===== config.mk =====
export PLATFORM = sky130hd
export DESIGN_NAME = warp_barrier_ctrl
export DESIGN_NICKNAME = d
export VERILOG_FILES = /design/src/rtl/warp_barrier_ctrl.sv
export SDC_FILE = /design/constraint.sdc
export NUM_CORES = 1
export LEC_CHECK = 0
export BUFFER_PORTS_ARGS = -buffer_cell sky130_fd_sc_hd__buf_2
export CORE_ASPECT_RATIO = 0.5
export CORE_MARGIN = 1.5
export CORE_UTILIZATION = 63
export CTS_CLUSTER_DIAMETER = 40
export CTS_CLUSTER_SIZE = 16
export DETAILED_ROUTE_END_ITERATION = 6
export GPL_ROUTABILITY_DRIVEN = 1
export MAX_ROUTING_LAYER = met4
export PLACE_DENSITY = 0.86
export SYNTH_ARGS = -nofsm -noshare
export SYNTH_HDL_FRONTEND = slang
export SYNTH_SLANG_ARGS = --single-unit

===== constraint.sdc =====
create_clock -name clk -period 6.3 [get_ports clk]
set_input_delay 1.89 -clock clk [delete_from_list [all_inputs] [get_ports clk]]
set_output_delay 1.89 -clock clk [all_outputs]
set_load 0.05 [all_outputs]

===== src/rtl/warp_barrier_ctrl.sv =====
// Per-core warp barrier manager: parks arriving warps per barrier ID, releases
// them on local completion, and hands global barriers to the cluster one at a time.
module warp_barrier_ctrl #(
  parameter int NUM_WARPS    = 4,
  parameter int NUM_BARRIERS = 4,
  parameter int GSIZE_WIDTH  = 8,
  parameter int NW_WIDTH     = (NUM_WARPS > 1) ? $clog2(NUM_WARPS) : 1,
  parameter int NB_WIDTH     = (NUM_BARRIERS > 1) ? $clog2(NUM_BARRIERS) : 1
) (
  input  logic                   clk,
  input  logic                   reset_n,
  input  logic                   bar_valid,
  input  logic [NW_WIDTH-1:0]    bar_wid,
  input  logic [NB_WIDTH-1:0]    bar_id,
  input  logic                   bar_is_global,
  input  logic [GSIZE_WIDTH-1:0] bar_size_m1,
  input  logic                   bar_is_noop,
  input  logic [NUM_WARPS-1:0]   active_warps,
  output logic                   gbar_req_valid,
  output logic [NB_WIDTH-1:0]    gbar_req_id,
  output logic [GSIZE_WIDTH-1:0] gbar_req_size_m1,
  input  logic                   gbar_req_ready,
  input  logic                   gbar_rsp_valid,
  input  logic [NB_WIDTH-1:0]    gbar_rsp_id,
  output logic [NUM_WARPS-1:0]   stalls,
  output logic                   release_valid,
  output logic [NUM_WARPS-1:0]   release_mask,
  output logic                   err
);

  typedef enum logic [1:0] {ST_IDLE, ST_REQ, ST_WAIT} state_e;

  state_e                 state_q, state_d;
  logic [NW_WIDTH-1:0]    count_q [NUM_BARRIERS];
  logic [NW_WIDTH-1:0]    count_d [NUM_BARRIERS];
  logic [NUM_WARPS-1:0]   mask_q  [NUM_BARRIERS];
  logic [NUM_WARPS-1:0]   mask_d  [NUM_BARRIERS];
  logic [GSIZE_WIDTH-1:0] gsize_q [NUM_BARRIERS];
  logic [GSIZE_WIDTH-1:0] gsize_d [NUM_BARRIERS];
  logic [NUM_BARRIERS-1:0] gflag_q, gflag_d;
  logic [NUM_WARPS-1:0]   stalls_q, stalls_d;
  logic [NUM_WARPS-1:0]   rel_mask_q, rel_mask_d;
  logic                   rel_valid_q, rel_valid_d;
  logic                   err_q, err_d;
  logic [NB_WIDTH-1:0]    pend_id_q, pend_id_d;
  logic [GSIZE_WIDTH-1:0] pend_size_q, pend_size_d;

  logic [NUM_BARRIERS-1:0] gdone;
  logic                    sel_found;
  logic [NB_WIDTH-1:0]     sel_id;
  logic [NUM_WARPS-1:0]    wid_bit;
  logic [NW_WIDTH-1:0]     loc_size;
  logic [NUM_WARPS-1:0]    parked;
  logic [NUM_WARPS-1:0]    loc_mask, glb_mask;
  logic                    loc_rel, glb_rel;

  assign wid_bit  = NUM_WARPS'(1) << bar_wid;
  assign loc_size = bar_size_m1[NW_WIDTH-1:0];

  // A global barrier is locally complete once every active warp is parked on it.
  always_comb begin
    for (int i = 0; i < NUM_BARRIERS; i++) begin
      gdone[i] = gflag_q[i] && ((mask_q[i] & active_warps) == active_warps) &&
                 (mask_q[i] != '0);
    end
  end

  always_comb begin
    sel_found = 1'b0;
    sel_id    = '0;
    for (int i = NUM_BARRIERS - 1; i >= 0; i--) begin
      if (gdone[i]) begin
        sel_found = 1'b1;
        sel_id    = NB_WIDTH'(i);
      end
    end
  end

  always_comb begin
    state_d     = state_q;
    count_d     = count_q;
    mask_d      = mask_q;
    gsize_d     = gsize_q;
    gflag_d     = gflag_q;
    stalls_d    = stalls_q;
    err_d       = err_q;
    pend_id_d   = pend_id_q;
    pend_size_d = pend_size_q;
    loc_rel     = 1'b0;
    loc_mask    = '0;
    glb_rel     = 1'b0;
    glb_mask    = '0;
    parked      = '0;

    case (state_q)
      ST_IDLE: begin
        if (sel_found) begin
          pend_id_d   = sel_id;
          pend_size_d = gsize_q[sel_id];
          state_d     = ST_REQ;
        end
      end
      ST_REQ: begin
        if (gbar_req_ready) state_d = ST_WAIT;
      end
      ST_WAIT: begin
        if (gbar_rsp_valid) begin
          if (gbar_rsp_id == pend_id_q) begin
            glb_rel            = 1'b1;
            glb_mask           = mask_q[pend_id_q];
            mask_d[pend_id_q]  = '0;
            gflag_d[pend_id_q] = 1'b0;
            stalls_d           = stalls_d & ~glb_mask;
            state_d            = ST_IDLE;
          end else begin
            err_d = 1'b1;
          end
        end
      end
      default: state_d = ST_IDLE;
    endcase

    // Requests see the post-release masks, so a same-cycle arrival starts a fresh barrier.
    for (int i = 0; i < NUM_BARRIERS; i++) parked = parked | mask_d[i];

    if (bar_valid && !bar_is_noop) begin
      if ((parked & wid_bit) != '0) begin
        err_d = 1'b1;
      end else if (bar_is_global) begin
        mask_d[bar_id]  = mask_d[bar_id] | wid_bit;
        gflag_d[bar_id] = 1'b1;
        gsize_d[bar_id] = bar_size_m1;
        stalls_d        = stalls_d | wid_bit;
      end else if (loc_size == '0) begin
        loc_rel  = 1'b1;
        loc_mask = wid_bit;
      end else if (count_d[bar_id] == loc_size) begin
        loc_rel         = 1'b1;
        loc_mask        = mask_d[bar_id] | wid_bit;
        count_d[bar_id] = '0;
        mask_d[bar_id]  = '0;
        stalls_d        = stalls_d & ~loc_mask;
      end else begin
        count_d[bar_id] = count_d[bar_id] + NW_WIDTH'(1);
        mask_d[bar_id]  = mask_d[bar_id] | wid_bit;
        stalls_d        = stalls_d | wid_bit;
      end
    end

    rel_valid_d = loc_rel | glb_rel;
    rel_mask_d  = loc_mask | glb_mask;
  end

  always_ff @(posedge clk or negedge reset_n) begin
    if (!reset_n) begin
      state_q <= ST_IDLE;
      for (int i = 0; i < NUM_BARRIERS; i++) begin
        count_q[i] <= '0;
        mask_q[i]  <= '0;
        gsize_q[i] <= '0;
      end
      gflag_q     <= '0;
      stalls_q    <= '0;
      rel_mask_q  <= '0;
      rel_valid_q <= 1'b0;
      err_q       <= 1'b0;
      pend_id_q   <= '0;
      pend_size_q <= '0;
    end else begin
      state_q     <= state_d;
      count_q     <= count_d;
      mask_q      <= mask_d;
      gsize_q     <= gsize_d;
      gflag_q     <= gflag_d;
      stalls_q    <= stalls_d;
      rel_mask_q  <= rel_mask_d;
      rel_valid_q <= rel_valid_d;
      err_q       <= err_d;
      pend_id_q   <= pend_id_d;
      pend_size_q <= pend_size_d;
    end
  end

  assign gbar_req_valid   = (state_q == ST_REQ);
  assign gbar_req_id      = pend_id_q;
  assign gbar_req_size_m1 = pend_size_q;
  assign stalls           = stalls_q;
  assign release_valid    = rel_valid_q;
  assign release_mask     = rel_mask_q;
  assign err              = err_q;

endmodule


# After elaboration in Yosys (flattened, before gate mapping)
# Index checks and enable logic that the tools add are counted.
# word_totals
register_bits	82
input_bits	25
elab_cells	183
# op_classes
n_addsub	1
order_cmp	9
eq_ne	12
n_shift	1
muxes	84
bitwise_logic	31
n_reduce_logical	25
# op_table
op	n
16-bit two-way mux	8
4-bit two-way mux	28
16-bit AND	2
4-bit AND	8
32-bit bitwise mux	1
8-bit two-way mux	4
16-bit inverter	2
4-bit bitwise OR	7
2-bit two-way mux	11
4-bit nonzero test	5
1-bit two-way mux	19
4-bit binary-select mux with 2-bit select	2
8-bit binary-select mux with 2-bit select	1
16-bit bitwise mux	1
4-bit demux with 2-bit select	2
8-bit demux with 2-bit select	1
4-bit equality test	4
1-bit logical AND	13
4-bit inverter	3
3-bit >= comparator, second input constant	3
2-bit inverter with 3-bit output	3
8-bit AND	1
8-bit bitwise mux	1
8-bit inverter	1
other kinds (21)	32

# Logic depth before layout (Yosys ltp)
# Gate-level depths: netlist of the first run.
# logic_depth
word_depth	21
ltp_mapped	11
ltp_nobuf	7

# Worst setup path before layout of the first run
# OpenSTA, ideal clock, no wires.
# synth_timing
path_type	in2reg
from	input gbar_rsp_valid
to	register gsize_q[24] in the netlist's numbering
setup_ns	0.128
t_arrival_ns	3.630
setup_slack_ns	2.542
stages	9
n_path_buf	2
cell_sequence	and3b_1 -> buf_6 -> a31oi_4 -> o32ai_2 -> a32o_2 -> a311o_1 -> buf_4 -> nand3_4 -> mux2_1
# synth_via
elab_chain_len	9
# synth_lines
item	line_no	rtl
from (decl)	23	input logic gbar_rsp_valid,
16-bit two-way mux (*)	107	if (gbar_rsp_valid) begin
16-bit two-way mux (*)	95	case (state_q)
4-bit bitwise OR (2 in series)	124	for (int i = 0; i < NUM_BARRIERS; i++) parked = parked | mask_d[i];
4-bit bitwise OR (*)	124	
4-bit AND (*)	127	if ((parked & wid_bit) != '0) begin
4-bit nonzero test (*)	127	
1-bit inverter (no line) (*)	-	
3-bit AND reduction (no line) (*)	-	
to (signal assigned)	173	gsize_q <= gsize_d;
to (decl)	38	logic [GSIZE_WIDTH-1:0] gsize_q [NUM_BARRIERS];
# Every way passes the cells marked *; elsewhere a longest branch is shown, timed or not.
# A chain may end at the register's enable or synchronous reset.

# Worst setup path in the final report of the first run
# layout_timing
from	input gbar_rsp_valid
to	register gsize_q[31] in the netlist's numbering
# The elaborated chain is that of the path after synthesis.

==> metrics.txt, run 1 <==
Power Density=482.2 nW/um2; Hold Vio Cnt, Final=0; port buffer count=45; syn avg cell area=11.07 um2; clock root cell=clkbuf_16; Worst Reg-to-Reg Cells=6; Unique masters post-synth=57; Synth top area share=47.28%; area leader, netlist=dfrtp_1; CTS clk-pin slew, worst paths=0.06 ns; area grow syn2layout=12.89%; net count after synthesis=417; number of synthesized flops with an enable pin=0; synthesized instance count=392; worst path required time=6.52 ns; CTS resizes=0; Avg WL per Cell=21.23 um; Worst Setup End Kind=flip-flop; Finished Core Util=73.42%; period utilisation layout=73.63%; sequential element share of the synthesized area=47.28%; FF-to-FF setup slack=2.79 ns; Final min period=4.639 ns; status=finished clean; Die Height=61.69 um; asr flop ratio synth=100.0%; top_reg_cell synth=dfrtp_1; GP Congestion=0.9551; synth top area cells=dfrtp_1 (47%), mux2_1 (8.3%), mux2i_1 (5.5%); first-pass GRT wire length=17.42 mm; RR Startpoint=state_q[0]; Crit path max-delay family=compound AO/OA/AOI/OAI gates; cts hold-fix bufs=0; # rows=21; H-tree depth=3; Arrival @ worst endpoint=4.86 ns; worst vdd ir=0.3537 mV; min-delay worst type=reg2reg; slowest stage delay, CP=0.90 ns; Hold Path Depth=2; initial antenna violation count=0; CTS buffer count=9; First-pass DRT Iterations=5; clk sinks=82; crit path kind=in2reg; DRT antenna net count=0; stages on the worst setup path=7; clk_lat worst skew=0.34 ns; Final Max Tran Viols=0; Worst path slowest cell=a311o_1; nets@finish=459; Hold Path Origin=gflag_q[0]; r2r endpoint=gsize_q[31]; largest net degree at the start of global routing=83; Clock Tree Buf Depth=2; starting density of the core=65.04%; fillers=476; Lkg Pwr=0.002299 uW; clk_skew=0.006446 ns; CP Buf/Inv Count=1; #FFs+latches synth=82; Post-CTS Setup Repair Bufs=0; Max Fclk=0.2156 GHz; Setup TNS Final=0 ns; setup violators final=0; vias in the first global route=3239; Slew @ Worst Pin=1.074 ns; total die area=7427 um2; crit path max fanout=18; global route overflow=0; RSZ-0062 raised after global routing=no; hold path endpoint=gflag_q[0]; DRT Wirelength=11.28 mm; # diodes=0; gr usage total=32.76%; share of layout cells above drive strength 1=20.96%; Iteration-0 DRC Markers=369; Mapped Area=4340 um2; Relative slew margins=28.30%; Max-Cap Viols=0; core area=6674 um2; detailed placement HPWL=7.924 mm; IO Count=46; Via-to-Cell Ratio=6.388; Residual DRC=0; CTS tree=done; Ys Warns=0; DIE WIDTH=120.4 um; worst path cell trace=buf_2 -> and3b_1 -> nand3_1 -> o21ai_0 -> a311o_1 -> nand3_4 -> mux2_1; DR vias=3392; critical path startpoint category=input pin
-- cell families (layout without fill, tap and decap cells) --
logic type / count (synthesis) / after routing / share of synthesized area (%)
buf+inv: 34 / 81 / 3.604
compound gates: 83 / 83 / 15.36
flops: 82 / 82 / 47.28
xor+xnor: 3 / 3 / 0.6055
simple gates: 128 / 128 / 16.20
mux: 62 / 62 / 16.95
-- worst max-delay path by stage --
stage / startpoint / end / slack [ns]
floorplan: gbar_rsp_valid / gsize_q[24] / 2.54
global placement: gbar_rsp_valid / gsize_q[30] / 1.51
detailed placement: gbar_rsp_valid / gsize_q[31] / 1.38
CTS: gbar_rsp_valid / gsize_q[31] / 1.74
global route: gbar_rsp_valid / gsize_q[26] / 1.53
finish: gbar_rsp_valid / gsize_q[31] / 1.66
-- worst min-delay path: stages, from the launching register on --
cell and delay, ns:
dfrtp_1 0.34, nand2_1 0.05, nand2_1 0.05
-- cells in the mapped netlist, types with 3 or more instances --
cell       number
a21oi_1        13
a22o_1         12
a22oi_1         7
a2bb2oi_1       4
a31oi_1         5
and2_1          4
buf_4           5
clkbuf_1        5
dfrtp_1        82
inv_1          19
mux2_1         32
mux2i_1        24
mux4_2          6
nand2_1        39
nand2b_1       10
nand3_1         8
nand3_2         3
nand3_4         4
nand4_1         3
nor2_1         25
nor2b_1         5
nor3_1          8
nor4_1          3
o21ai_0         4
o221ai_1        8
o22ai_1         4
o31ai_1         5
or2_2           5
xor2_1          3
-- sequential cells by signal, indices dropped and copies added, names as in the netlist --
name / count
count_q: 8
err: 1
gbar_req_id: 2
gbar_req_size_m1: 8
gflag_q: 4
gsize_q: 32
mask_q: 16
release_mask: 4
release_valid: 1
stalls: 4
state_q: 2
-- metal layers --
layer	track usage [%]	part of all wire [%]
met5	-	0
met4	9.076	2.0
met3	9.033	8.6
met2	52.19	45
met1	42.38	44
-- cells in the final DEF (no fill, tap or decap), types with 4 or more instances in the layout --
master	count
dfrtp_1	82
buf_2	44
nand2_1	39
mux2_1	32
nor2_1	25
mux2i_1	24
inv_1	19
a21oi_1	13
a22o_1	12
nand2b_1	10
clkbuf_16	9
nand3_1	8
nor3_1	8
o221ai_1	8
a22oi_1	7
mux4_2	6
nor2b_1	5
a31oi_1	5
or2_2	5
o31ai_1	5
and2_1	4
o21ai_0	4
o22ai_1	4
nand3_4	4
a2bb2oi_1	4
-- through the flow --
stage | cell area, um2 | hold slack (ns) | std cells | setup WS (ns) | power [uW]
finish | 4900 | 0.4713 | 531 | 1.661 | 2363
global route | 4900 | 0.5065 | 531 | 1.534 | 2467
CTS | 4900 | 0.4725 | 531 | 1.740 | 2350
detailed placement | 4606 | 0.4584 | 515 | 1.382 | 1816
global placement | 4606 | 0.4520 | 515 | 1.508 | 1782
floorplan | 4340 | 0.4374 | 392 | 2.542 | 1573
-- final cells by class --
cell class                 count  area (um2)  share of cell area [%]
clock inverter                 6       65.06                   1.328
multi-input combinational    276        2132                   43.51
sequential                    82        2052                   41.88
inverter                      19       71.32                   1.456
clock buffer                  10       229.0                   4.673
tap                           92       115.1                   2.349
timing repair buffer          46       235.2                   4.801
-- where the power goes --
| group | leakage, uW | internal [uW] | switching (uW) | total, uW |
|---|---|---|---|---|
| sequential | 0.00104 | 731 | 211 | 941 |
| combinational | 0.00111 | 338 | 557 | 895 |
| clock | 0.000143 | 309 | 218 | 527 |
(Power assumes the default switching activity.)
==> run 2, diff against run 1 <==
--- a/config.mk
+++ b/config.mk
@@ -8,13 +8,13 @@
 export BUFFER_PORTS_ARGS = -buffer_cell sky130_fd_sc_hd__buf_2
 export CORE_ASPECT_RATIO = 0.5
 export CORE_MARGIN = 1.5
-export CORE_UTILIZATION = 63
+export CORE_UTILIZATION = 53
 export CTS_CLUSTER_DIAMETER = 40
 export CTS_CLUSTER_SIZE = 16
 export DETAILED_ROUTE_END_ITERATION = 6
 export GPL_ROUTABILITY_DRIVEN = 1
 export MAX_ROUTING_LAYER = met4
-export PLACE_DENSITY = 0.86
+export PLACE_DENSITY = 0.77
 export SYNTH_ARGS = -nofsm -noshare
 export SYNTH_HDL_FRONTEND = slang
 export SYNTH_SLANG_ARGS = --single-unit
==> constraint.sdc (replaced) <==
create_clock -name clk -period 4.25 [get_ports clk]
set_input_delay 1.275 -clock clk [delete_from_list [all_inputs] [get_ports clk]]
set_output_delay 1.275 -clock clk [all_outputs]
set_load 0.05 [all_outputs]
==> run 2 against run 1 <==
Against the previous run:
- worst setup slack got worse by 0.94 ns
- critical endpoint is now mask_q[0]
- sequential cell count unchanged
- hold slack improved by 0.0028 ns
- largest power group unchanged
==> metrics.txt, run 2 (synthesis results as in run 1) <==
status=finished clean; Die Height=66.99 um (+8.6%); clock root cell=clkbuf_16; most frequent cells in the layout=dfrtp_1 (82), buf_2 (44), nand2_1 (39); Biggest register=gsize_q; crit path max fanout=13 (-5); Avg WL per Cell=19.22 um (-9.5%); Setup TNS Final=0 ns (unchanged); Relative slew margins=51.81% (+24 points); slowest stage delay, CP=0.70 ns (-0.20 ns); CTS clk-pin slew, worst paths=0.06 ns (about the same); Arrival @ worst endpoint=3.81 ns (-1.05 ns); first-pass GRT wire length=16.79 mm (-3.6%); gr usage total=26.97% (-5.8 points); crit path kind=in2reg; Worst path slowest cell=nor4_1; Via-to-Cell Ratio=6.076 (-4.9%); detailed placement HPWL=7.594 mm (-4.2%); Clock Tree Buf Depth=2 (unchanged); DIE WIDTH=131.0 um (+8.8%); clk_lat worst skew=0.35 ns (about the same); core area=7971 um2 (+19%); top flop regs=gsize_q: 32 flops, mask_q: 16 flops; critical path startpoint category=input pin; # diodes=0 (unchanged); Final min period=3.532 ns; leading cell type in the layout, fill and taps excluded=dfrtp_1; setup violators final=0 (unchanged); Max-Cap Viols=0 (unchanged); CTS resizes=0 (unchanged); max FFs per register=32 (unchanged); DR vias=3372 (-0.59%); nets@finish=463 (+0.87%); CTS tree=done; IO Count=46 (unchanged); worst path required time=4.53 ns (-1.99 ns); area of the multi-input gates=2132 um2 (unchanged); met3 wire len=687 um (-29%); DR top layer=met4; initial antenna violation count=0 (unchanged); area grow syn2layout=13.66%; worst path cell trace=buf_2 -> and3b_1 -> nand3_1 -> o21ai_0 -> a311oi_2 -> nor4_1 -> a22o_1; share of layout cells above drive strength 1=21.44% (+0.49 points); largest net degree at the start of global routing=44 (-47%); Finished Core Util=61.89% (-12 points); vias in the first global route=3196 (-1.3%); fillers=664 (+39%); starting density of the core=54.45% (-11 points); total die area=8774 um2 (+18%); First-pass DRT Iterations=5 (unchanged); Power Density=692.7 nW/um2 (+44%); port buffer count=45 (unchanged); H-tree depth=3 (unchanged); total area of sequential cells=2052 um2 (unchanged); # rows=23 (+9.5%); Worst Setup End Kind=flip-flop; min-delay worst type=reg2reg; Iteration-0 DRC Markers=282 (-24%); Final Max Tran Viols=0 (unchanged); Max Fclk=0.2831 GHz; Slew @ Worst Pin=0.7162 ns (-0.3581 ns); WL met2=4.704 mm (-7.9%); global route overflow=0 (unchanged); Hold Vio Cnt, Final=0 (unchanged); period utilisation layout=83.11%; DRT Wirelength=10.67 mm (-5.4%); GP Congestion=0.9414 (-1.4%); Residual DRC=0 (unchanged); CTS buffer count=9 (unchanged); Lkg Pwr=0.002298 uW (about the same); cts hold-fix bufs=0 (unchanged); Met1 Routed Length=5.014 mm (+0.87%); worst vdd ir=0.3635 mV (+2.8%); clk sinks=82 (unchanged); RSZ-0062 raised after global routing=no; Post-CTS Setup Repair Bufs=0 (unchanged); DRT antenna net count=0 (unchanged); clk_skew=0.005701 ns (-0.0007455 ns)
run 2: changes by cell type in the layout (fill, tap and decap cells not counted), sizes merged:
cell,delta
clkinvlp,+2
bufinv,-1
clkbuf,+1
buf,+4
inv,-1
clkinv,-1
run 2: final timing paths:
check,from,end,slack [ns],cells after the start
min reg2reg,gflag_q[0],gflag_q[0],0.47,2
min in group asynchronous,reset_n,stalls[0],0.92,1
max reg2reg,state_q[0],mask_q[0],1.22,6
min,gflag_q[0],gflag_q[0],0.47,2
max in group asynchronous,reset_n,gsize_q[31],2.62,2
max,gbar_rsp_valid,mask_q[0],0.72,7
run 2: layout make-up:
type	instances	area share (%)
Multi-Input combinational cell	276	43.22
Sequential cell	82	41.59
Timing Repair Buffer	50	5.377
Clock buffer	11	4.717
Tap cell	112	2.840
Inverter	19	1.446
Clock inverter	5	0.8116
run 2: per-stage QoR:
step           cells  hold WS (ns)  cell area (um2)  setup WS, ns  power (uW)
2_1_floorplan    392        0.4374             4340         1.107        2332
3_3_place_gp     539        0.4589             4661        0.5339        2643
3_5_place_dp     539        0.4604             4661        0.4571        2674
4_1_cts          555        0.4739             4933        0.7920        3407
5_1_grt          555        0.5044             4933        0.5752        3603
6_report         555        0.4741             4933        0.7178        3417
run 2: metal layers:
| metal | GRT usage, % | vias up |
|---|---|---|
| met3 | 7.631 | 34 |
| li1 | - | 1545 |
| met1 | 36.08 | 1663 |
| met2 | 40.25 | 130 |
| met4 | 7.692 | 0 |
| met5 | - | - |
run 2: critical path, delay by kind of cell:
family / cells / cell delay, ns
AO/OA/AOI/OAI: 3 / 0.89
AND/OR/NAND/NOR: 3 / 1.54
buffers and inverters: 1 / 0.09
run 2: power breakdown:
group	leakage, uW	internal [uW]	total [uW]	switching (uW)
sequential	0.00104	1080	1380	299
combinational	0.00113	511	1310	800
clock	0.000122	399	724	325
==> run 3, diff against run 2 <==
--- a/config.mk
+++ b/config.mk
@@ -5,16 +5,17 @@
 export SDC_FILE = /design/constraint.sdc
 export NUM_CORES = 1
 export LEC_CHECK = 0
+export ABC_AREA = 1
 export BUFFER_PORTS_ARGS = -buffer_cell sky130_fd_sc_hd__buf_2
 export CORE_ASPECT_RATIO = 0.5
 export CORE_MARGIN = 1.5
-export CORE_UTILIZATION = 53
+export CORE_UTILIZATION = 55
 export CTS_CLUSTER_DIAMETER = 40
 export CTS_CLUSTER_SIZE = 16
 export DETAILED_ROUTE_END_ITERATION = 6
 export GPL_ROUTABILITY_DRIVEN = 1
 export MAX_ROUTING_LAYER = met4
-export PLACE_DENSITY = 0.77
+export PLACE_DENSITY = 0.78
 export SYNTH_ARGS = -nofsm -noshare
 export SYNTH_HDL_FRONTEND = slang
 export SYNTH_SLANG_ARGS = --single-unit
==> constraint.sdc (replaced) <==
create_clock -name clk -period 2.8 [get_ports clk]
set_input_delay 0.84 -clock clk [delete_from_list [all_inputs] [get_ports clk]]
set_output_delay 0.84 -clock clk [all_outputs]
set_load 0.05 [all_outputs]
==> run 3 against run 2 <==
Against the previous run:
- hold slack worse by 0.012 ns
- core utilization up 4.8 points
- combinational power grew 120%
- clock-buffer cell count fell by 1
- synthesized area is 23% higher
- clock skew grew 0.0049 ns
- largest power group is now combinational cells
- global-route usage is 8.0 points higher
- synthesized cell count rose by 100%
==> metrics.txt, run 3 <==
status=finished clean; DR vias=5735 (+70%); Arrival @ worst endpoint=2.87 ns (-0.94 ns); Setup WS pre-CTS=-0.1920 ns (-0.6491 ns); CTS clk-pin slew, worst paths=0.07 ns (about the same); first-pass GRT wire length=26.79 mm (+60%); worst path required time=3.03 ns (-1.50 ns); Relative slew margins=50.54% (-1.3 points); CTS buffer count=9 (unchanged); top-count cell post-synth=nand2_1; port buffer count=45 (unchanged); #FFs+latches synth=82 (unchanged); vias in the first global route=5324 (+67%); Finished Core Util=66.69% (+4.8 points); slowest stage delay, CP=0.31 ns (-0.39 ns); # rows=25 (+8.7%); fillers=881 (+33%); PnR worst setup slack=0.1621 ns (-0.5558 ns); H-tree depth=3 (unchanged); most frequent cells in the layout=nand2_1 (294), inv_1 (84), dfrtp_1 (82); top_reg_cell synth=dfrtp_1; DR top layer=met4; CP startpoint=gbar_rsp_id[0]; Hold Path Depth=2 (unchanged); Lkg Pwr=0.003390 uW (+47%); Commonest cells post-synth=nand2_1 (294), inv_1 (84), dfrtp_1 (82), nand3_1 (73), nor2_1 (53); Crit path max-delay family=simple AND/OR/NAND/NOR gates; r2r endpoint=gsize_q[22]; CTS tree=done; Synth top area share=38.35% (-8.9 points); crit path kind=in2reg; sequential element share of the synthesized area=38.35% (-8.9 points); cts hold-fix bufs=0 (unchanged); Hold Vio Cnt, Final=0 (unchanged); Unique masters post-synth=33 (-42%); min-delay worst type=reg2reg; IO Count=46 (unchanged); Biggest register=gsize_q; Final Max Tran Viols=0 (unchanged); synthesized instance count=785 (+100%); First-pass DRT Iterations=5 (unchanged); Iteration-0 DRC Markers=627 (+120%); number of synthesized flops with an enable pin=0 (unchanged); share of layout cells above drive strength 1=15.54% (-5.9 points); asr flop ratio synth=100.0% (unchanged); Die Height=72.74 um (+8.6%); worst vdd ir=0.4772 mV (+31%); period utilisation layout=94.21%; Hold Path Origin=err; area grow syn2layout=17.75%; clock root cell=clkbuf_16; # diodes=0 (unchanged); synth top area cells=dfrtp_1 (38%), nand2_1 (21%), nand3_1 (6.8%); gr usage total=34.98% (+8.0 points); WHS=0.4621 ns (-0.01193 ns); Residual DRC=0 (unchanged); area leader, netlist=dfrtp_1; max FFs per register=32 (unchanged); Power Density=954.6 nW/um2 (+38%); top flop regs=gsize_q: 32 flops, mask_q: 16 flops; Via-to-Cell Ratio=5.712 (-6.0%); RR Startpoint=gbar_req_id[0]; setup violators final=0 (unchanged); FF-to-FF setup slack=0.25 ns (-0.97 ns); total die area=10360 um2 (+18%); WL met2=7.575 mm (+61%); Avg WL per Cell=16.54 um (-14%); DRT Wirelength=16.61 mm (+56%); Clock Tree Buf Depth=2 (unchanged); met3 wire len=1.528 mm (+120%); Post-CTS Setup Repair Bufs=0 (unchanged); global route overflow=0 (unchanged); nets@finish=889 (+92%); Final min period=2.638 ns; crit path max fanout=9 (-4); Worst Setup End Kind=flip-flop; detailed placement HPWL=12.24 mm (+61%); Max Fclk=0.3791 GHz; Worst Reg-to-Reg Cells=12 (+6); net count after synthesis=810 (+94%); starting density of the core=56.64% (+2.2 points); RSZ-0062 raised after global routing=no; hold path endpoint=err; initial antenna violation count=0 (unchanged); clk_skew=0.01056 ns (+0.004861 ns); clk_lat worst skew=0.35 ns (about the same); critical path startpoint category=input pin; Ys Warns=0 (unchanged); leading cell type in the layout, fill and taps excluded=nand2_1; GP Congestion=1.006 (+6.9%); Slew @ Worst Pin=0.7419 ns (+0.02572 ns); worst path cell trace=buf_2 -> xnor2_4 -> nand4_4 -> buf_4 -> nand2_1 -> nand2_1 -> o21ai_0 -> nand2_1 -> nor2_2 -> buf_4 -> nand4_4 -> nand2_1 -> nand2_1; Met1 Routed Length=7.135 mm (+42%); syn avg cell area=6.815 um2 (-38%); clk sinks=82 (unchanged); DIE WIDTH=142.5 um (+8.8%); largest net degree at the start of global routing=59 (+34%); CP Buf/Inv Count=3 (+2); Worst path slowest cell=xnor2_4; core area=9447 um2 (+19%); Max-Cap Viols=0 (unchanged); Most common cell on crit path=nand2_1; DRT antenna net count=0 (unchanged); Mapped Area=5350 um2 (+23%)
-- run 3: cell types whose count changed after synthesis, sizes merged, moves of 12 or more --
cell    before  now
nor2        27   56
nand2       40  298
mux2        32    0
o21ai        4   40
a22o        12    0
nand3       15   73
inv         19   88
nand4        3   57
mux2i       24    0
clkbuf       5   18
-- run 3: logic make-up (layout without fill, tap and decap cells) --
group | Yosys count | in the layout | synth area share (%)
xor+xnor | 2 | 2 | 0.6783
compound gates | 82 | 82 | 8.700
flops | 82 | 82 | 38.35
buf+inv | 122 | 206 | 9.658
simple gates | 497 | 497 | 42.61
-- run 3: cell type report --
| class | instances | area (um2) | share of cell area [%] |
|---|---|---|---|
| inverters | 91 | 341.6 | 5.422 |
| repair buffers | 99 | 670.6 | 10.65 |
| clock inverters | 6 | 48.80 | 0.7746 |
| flip-flops and latches | 82 | 2052 | 32.57 |
| well taps | 135 | 168.9 | 2.681 |
| multi-input cells | 581 | 2789 | 44.27 |
| clock buffers | 10 | 229.0 | 3.635 |
-- run 3: layer usage --
| metal | GRT usage [%] | up-vias |
|---|---|---|
| met4 | 11.80 | 0 |
| met5 | - | - |
| li1 | - | 2729 |
| met3 | 8.136 | 37 |
| met2 | 54.10 | 292 |
| met1 | 45.69 | 2677 |
-- run 3: timing repair --
item | 4_1_cts | 5_1_grt
endpoints found under the setup margin | 0 | 2
hold endpoints to repair | 0 | 0
gates resized for setup | 0 | 1
-- run 3: worst max-delay path by stage --
| stage | endpoint | depth (start not counted) |
|---|---|---|
| 3_3_place_gp | gsize_q[9] | 13 |
| 5_1_grt | gsize_q[8] | 13 |
| 6_report | gsize_q[22] | 13 |
| 2_1_floorplan | gbar_req_size_m1[4] | 13 |
| 3_5_place_dp | gsize_q[9] | 13 |
| 4_1_cts | gsize_q[22] | 13 |
-- run 3: power by group --
group	switching [uW]	internal [uW]
registers	371	1630
logic	1860	1000
clock network	531	610
total	2770	3250
-- run 3: worst min-delay path: stages, from the launching register on --
cell and delay (ns):
dfrtp_1 0.34, a21oi_1 0.04, nand2_1 0.05
-- run 3: per-stage QoR --
stage | area [um2] | TNS, ns | total power (uW) | std cells
final | 6300 | 0 | 6014 | 1004
after global routing | 6300 | 0 | 6434 | 1004
after CTS | 6297 | 0 | 5977 | 1004
after detailed placement | 6020 | -7.480 | 4830 | 988
after global placement | 6020 | -4.265 | 4768 | 988
after floorplan | 5350 | 0 | 3863 | 785
